`src/rtl/instr_loader_pkg.sv`:
```
// Shared types and constants for the instruction loader: FSM states, field
// widths, address step and the packing of an instruction field set into a word.
package instr_loader_pkg;

  localparam int OP_W   = 6;
  localparam int RS_W   = 5;
  localparam int RT_W   = 5;
  localparam int IMM_W  = 16;
  localparam int WORD_W = OP_W + RS_W + RT_W + IMM_W;
  localparam int ADDR_W = 32;
  localparam int CNT_W  = 8;

  localparam logic [ADDR_W-1:0] ADDR_STEP = ADDR_W'(4);

  typedef enum logic [1:0] {
    IDLE  = 2'd0,
    LOAD  = 2'd1,
    WRITE = 2'd2,
    FIN   = 2'd3
  } state_t;

  // Opcode lands in the top bits, immediate in the bottom bits.
  function automatic logic [WORD_W-1:0] pack_instr(
    input logic [OP_W-1:0]  op,
    input logic [RS_W-1:0]  rs,
    input logic [RT_W-1:0]  rt,
    input logic [IMM_W-1:0] imm
  );
    return {op, rs, rt, imm};
  endfunction

endpackage

```
`src/rtl/instr_word_reg.sv`:
```
// Load-enabled register holding the packed instruction word that drives the
// instruction-memory write data bus.
module instr_word_reg
  import instr_loader_pkg::*;
(
  input  logic              clk,
  input  logic              reset,
  input  logic              i_load,
  input  logic [WORD_W-1:0] i_word,
  output logic [WORD_W-1:0] o_word
);

  logic [WORD_W-1:0] r_word;

  // NOTE: non-blocking (<=) for every flop so all registers update together at
  // the edge. This register is reset because its value is directly visible on
  // mem_wdata and must read as zero after reset.
  always_ff @(posedge clk) begin
    if (reset) begin
      r_word <= '0;
    end else if (i_load) begin
      r_word <= i_word;
    end
  end

  assign o_word = r_word;

endmodule

```
`src/rtl/instr_loader.sv`:
```
// Instruction-memory burst loader: accepts field sets, packs them into words and
// writes them to consecutive word addresses. Optional running XOR checksum is
// built only when INSTR_LOADER_CHECKSUM_EN is defined.
module instr_loader
  import instr_loader_pkg::*;
(
  input  logic              clk,
  input  logic              reset,
  input  logic              start,
  input  logic [ADDR_W-1:0] base_addr,
  input  logic [CNT_W-1:0]  count,
  input  logic              in_valid,
  input  logic [OP_W-1:0]   Instr31to26,
  input  logic [RS_W-1:0]   Instr25to21,
  input  logic [RT_W-1:0]   Instr20to16,
  input  logic [IMM_W-1:0]  Instr15to0,
  output logic              in_ready,
  output logic [ADDR_W-1:0] mem_addr,
  output logic [WORD_W-1:0] mem_wdata,
  output logic              mem_write,
  output logic              busy,
  output logic              done,
  output logic [CNT_W-1:0]  loaded_count,
  output logic [WORD_W-1:0] checksum
);

  state_t            r_state;
  state_t            w_next_state;
  logic [ADDR_W-1:0] r_addr;
  logic [CNT_W-1:0]  r_count;
  logic [CNT_W-1:0]  r_loaded_count;
  logic [CNT_W-1:0]  w_loaded_inc;
  logic              w_start;
  logic              w_accept;
  logic              w_write;
  logic              w_last;
  logic [WORD_W-1:0] w_packed;
  logic [WORD_W-1:0] w_word;

  assign w_start      = (r_state == IDLE) && start;
  assign w_accept     = (r_state == LOAD) && in_valid;
  assign w_write      = (r_state == WRITE);
  assign w_loaded_inc = r_loaded_count + CNT_W'(1);
  assign w_last       = (w_loaded_inc == r_count);
  assign w_packed     = pack_instr(Instr31to26, Instr25to21, Instr20to16, Instr15to0);

  always_ff @(posedge clk) begin
    if (reset) begin
      r_state <= IDLE;
    end else begin
      r_state <= w_next_state;
    end
  end

  // NOTE: every signal written here gets a default first, so no path through
  // the case leaves one unassigned and no latch is inferred.
  always_comb begin
    w_next_state = r_state;
    in_ready     = 1'b0;
    mem_write    = 1'b0;
    busy         = 1'b1;
    done         = 1'b0;
    unique case (r_state)
      IDLE: begin
        busy = 1'b0;
        if (start) begin
          w_next_state = (count == '0) ? FIN : LOAD;
        end
      end
      LOAD: begin
        in_ready = 1'b1;
        if (in_valid) begin
          w_next_state = WRITE;
        end
      end
      WRITE: begin
        mem_write    = 1'b1;
        w_next_state = w_last ? FIN : LOAD;
      end
      FIN: begin
        done         = 1'b1;
        w_next_state = IDLE;
      end
      default: begin
        w_next_state = IDLE;
      end
    endcase
  end

  // Address and count advance as WRITE is left, so mem_addr stays stable while
  // the strobe is high; the address add wraps naturally at 2^32.
  always_ff @(posedge clk) begin
    if (reset) begin
      r_addr         <= '0;
      r_count        <= '0;
      r_loaded_count <= '0;
    end else if (w_start) begin
      r_addr         <= base_addr;
      r_count        <= count;
      r_loaded_count <= '0;
    end else if (w_write) begin
      r_addr         <= r_addr + ADDR_STEP;
      r_loaded_count <= w_loaded_inc;
    end
  end

  instr_word_reg u_word_reg (
    .clk    (clk),
    .reset  (reset),
    .i_load (w_accept),
    .i_word (w_packed),
    .o_word (w_word)
  );

`ifdef INSTR_LOADER_CHECKSUM_EN
  logic [WORD_W-1:0] r_checksum;

  always_ff @(posedge clk) begin
    if (reset) begin
      r_checksum <= '0;
    end else if (w_start) begin
      r_checksum <= '0;
    end else if (w_write) begin
      r_checksum <= r_checksum ^ w_word;
    end
  end

  assign checksum = r_checksum;
`else
  assign checksum = '0;
`endif

  assign mem_addr     = r_addr;
  assign mem_wdata    = w_word;
  assign loaded_count = r_loaded_count;

endmodule
```
`config.mk`:
```
export PLATFORM = sky130hd
export DESIGN_NAME = instr_loader
export DESIGN_NICKNAME = d
export VERILOG_FILES = /design/src/rtl/instr_loader_pkg.sv /design/src/rtl/instr_word_reg.sv /design/src/rtl/instr_loader.sv
export SDC_FILE = /design/constraint.sdc
export NUM_CORES = 1
export LEC_CHECK = 0
export BUFFER_PORTS_ARGS = -buffer_cell sky130_fd_sc_hd__buf_4
export CORE_ASPECT_RATIO = 1.25
export CORE_MARGIN = 3
export CORE_UTILIZATION = 43
export CTS_CLUSTER_DIAMETER = 50
export DETAILED_ROUTE_END_ITERATION = 8
export PLACE_DENSITY_LB_ADDON = 0.2
export SLEW_MARGIN = 25
export SYNTH_ARGS = -nofsm -noshare
export SYNTH_HDL_FRONTEND = slang
export SYNTH_HIERARCHICAL = 1
export SYNTH_SLANG_ARGS = --single-unit
```
`constraint.sdc`:
```
create_clock -name clk -period 1.7 [get_ports clk]
set_input_delay 0.085 -clock clk [delete_from_list [all_inputs] [get_ports clk]]
set_output_delay 0.085 -clock clk [all_outputs]
set_load 0.01 [all_outputs]
```
==> key figures <==
Timing
  • Final worst slack: -0.003889 ns
  • Worst-margin pin slew: 0.5393 ns
  • Fin crit share: 100.2%
  • Minimum clock period: 1.704 ns
  • Final Hold Vio Count: 0
  • Setup TNS Final: -0.003889 ns
  • Setup Skew: approximately 0.0060 ns
  • Final Setup Violations: 1
  • Fin. max-slew vios: 0
  • RSZ-0062 raised after global routing: yes
  • Achievable Freq: 586.9 MHz
  • Slew HR: between 60% and 70%

Finish
  • Total area of sequential cells: between 1500 and 2000 um2
  • Commonest non-fill, non-tap cell in the layout: buf_4
  • Diode count: 0
  • Layout Nets: approximately 760
  • Final cell count without fillers: around 800
  • Most frequent cells in the layout: buf_4 (199), nor2_1 (81), dfxtp_1 (71)
  • Layout cells sized above 1: between 30% and 40%
  • Fill cells: 750
  • Design Area, Final: slightly above 6000 um2
  • Area Growth Syn to Fin: 51.51%
  • Multi-input logic area: 2202 um2

Power
  • Pwr per Cell Area: 810.0 nW/um2
  • VDD IR-drop max: around 600 uV
  • Static Leak: 2.671 nW

Synthesis
  • Post-Synthesis Cells: between 400 and 500
  • Post-synth EDFFs: 0
  • Mapped Area: roughly 4100 um2
  • Ys flop type: dfxtp_1
  • Unique masters post-synth: 45
  • Ys async rst share: 0%
  • Yosys reg bits: a little over 80
  • Register area share after synthesis: between 40 and 50%
  • Synthesis Warnings: 6
  • Syn avg cell area: between 8 and 9 um2

CTS
  • Clock tree sinks: 82
  • Root Driver: clkbuf_16
  • H-tree depth: 3
  • CTS max path bufs: 2
  • Skew-Pair Late Insertion Delay: about 0.33 ns
  • CTS tree: done
  • Clock Pin Slew Worst Setup and Hold Paths: around 0.060 ns
  • Total CTS buffers: 9

Global routing
  • Total GRT Usage: 21.17%
  • Initial antenna violation count: 0
  • First-pass GRT wire length: 18020 um
  • Largest net degree at the start of global routing: 50
  • Total gr overflow: 0
  • Vias in the first global route: between 3000 and 4000

Detailed routing
  • Via density: between 4 and 5
  • Vias: 3879
  • Remaining DRCs: 0
  • Routed WL: between 10000 and 15000 um
  • Final ANT Viol Nets: 0
  • WL per Instance: about 14 um
  • 1st-pass router iterations: 4
  • Initial DRC count: 139

Critical path
  • Crit path DAT: 1.95 ns
  • Path depth of the worst reg2reg path: 6
  • Crit. End Element: flip-flop
  • Critical-path top delay cell: or3_1
  • Crit-path max FO: 4
  • Worst Setup Start Kind: flip-flop
  • WP data required: between 1.5 and 2 ns
  • Slowest stage delay, CP: between 0.3 and 0.4 ns
  • Reg-to-Reg End: mem_addr[31]
  • Cell Chain, Critical Path: nand4_1 -> nor4_4 -> buf_6 -> nand3_1 -> or3_1 -> a311oi_1
  • R2R Setup Slk: -0.004 ns
  • FF-to-FF Start: mem_addr[7]
  • Worst setup path class: flip-flop to flip-flop

Flow run
  • Max_cap viols: 0

Place
  • DP Cell Count: between 700 and 800
  • Port Buffers: roughly 150
  • Placer Congestion: 0.8419
  • Hpwl dp: about 8500 um
  • Placed Instance Area: between 5000 and 6000 um2

Floorplan
  • Top-Level Pins: roughly 180
  • Die Y: approximately 120 um
  • Rows: 39
  • DIE AREA: around 11000 um2
  • Initial Utilization: around 44%
  • Core area: 9223 um2
  • Die width: around 93 um

Hold path
  • HP Class: input pin to flip-flop
  • Worst hold path stage count: 3
  • Worst hold endpoint: u_word_reg/o_word[20]
  • HP Start: Instr20to16[4]

Outcome
  • Status: complete, but fails checks
  • Violated checks: setup timing
==> cell families after synthesis <==
family,Yosys count,synth area share (%)
simple gates,182,21.99
flops,82,40.13
buf+inv,69,10.98
compound gates,53,8.688
xor+xnor,44,9.422
mux,33,8.076
fa+ha+maj,2,0.6117
other cells,1,0.09168
==> state kept, by name, indices dropped and copies added, names as in the netlist <==
name	count
r_count	8
mem_addr	32
r_state	2
u_word_reg/o_word	32
loaded_count	8
==> Yosys cell counts (2+ instances only) <==
library cell / instances / area share [%]
or3_1: 2 / 0.31
a21oi_1: 15 / 1.8
and3_1: 5 / 0.76
a211oi_1: 23 / 4.2
xnor2_1: 22 / 4.7
nand4_1: 14 / 2.1
buf_2: 2 / 0.24
clkbuf_1: 20 / 1.8
dfxtp_1: 82 / 40
nor4_4: 2 / 1.0
nand2b_1: 2 / 0.31
nand3_1: 11 / 1.3
buf_12: 3 / 1.5
ha_1: 2 / 0.61
buf_4: 33 / 6.1
a311oi_1: 2 / 0.43
o21ai_0: 6 / 0.73
nor2b_1: 3 / 0.46
nand4b_1: 2 / 0.43
nor2_1: 84 / 7.7
mux2i_1: 33 / 8.1
or2_2: 2 / 0.31
nand2_1: 36 / 3.3
or4_1: 2 / 0.37
inv_1: 9 / 0.83
buf_6: 2 / 0.55
nor4_1: 3 / 0.46
nor3_2: 2 / 0.49
and2_1: 5 / 0.76
xor2_1: 22 / 4.7
==> how the worst max path moves through the flow <==
stage / start / to / slack [ns]
4_1_cts: loaded_count[0] / r_state[1] / 0.005
5_1_grt: mem_addr[7] / mem_addr[31] / -0.08
2_1_floorplan: mem_addr[12] / mem_addr[30] / -0.05
3_5_place_dp: mem_addr[4] / mem_addr[12] / -0.06
6_report: mem_addr[7] / mem_addr[31] / -0.004
3_3_place_gp: mem_addr[4] / mem_addr[12] / -0.001
==> layout make-up <==
cell class                      instances  share of cell area (%)
Multi-Input combinational cell        346                   35.53
Timing Repair Buffer                  232                   29.80
Sequential cell                        82                   26.91
Clock buffer                           14                   4.442
Tap cell                              123                   2.483
Inverter                                9                  0.5451
Clock inverter                          2                  0.2827
==> routing by layer <==
metal / vias up / GRT usage, % / share of wire (%)
met1: 1795 / 24.79 / 41
met2: 123 / 38.22 / 52
met4: 0 / 8.016 / 1.8
met5: - / 0 / 0
li1: 1944 / - / -
met3: 17 / 3.796 / 5.3
==> worst max-delay path: cells and delay by family (launching register included) <==
kind	cells	cell delay [ns]
AOI/OAI and AO/OA	1	0.24
DFF	1	0.33
and+or+nand+nor	4	0.90
buffers and inverters	1	0.15
==> stage by stage <==
stage / hold slack [ns] / power (W) / setup WS, ns / util (%)
after floorplan: 0.1574 / 0.002674 / -0.04902 / -
after global placement: 0.2907 / 0.003070 / -0.001445 / 59.71
after detailed placement: 0.2957 / 0.003089 / -0.06186 / 59.71
after CTS: 0.00007913 / 0.005045 / 0.005472 / 66.26
after global routing: 0.009147 / 0.005233 / -0.08227 / 67.20
final: 0.007076 / 0.005020 / -0.003889 / 67.20
==> power breakdown <==
part	switching [W]	internal, W
registers	0.0000887	0.00205
clock network	0.000768	0.00113
logic	0.000470	0.000519
total	0.00133	0.00369
==> repair_timing <==
action / 4_1_cts / 5_1_grt
endpoints found under the hold margin: 29 / 0
endpoints found under the setup margin: 8 / 18
hold buffers: 29 / 0
gates resized for setup: 5 / 19
pin swaps: 1 / 11
setup buffers: 1 / 2
No activity file was read; power rests on OpenSTA's default activity.
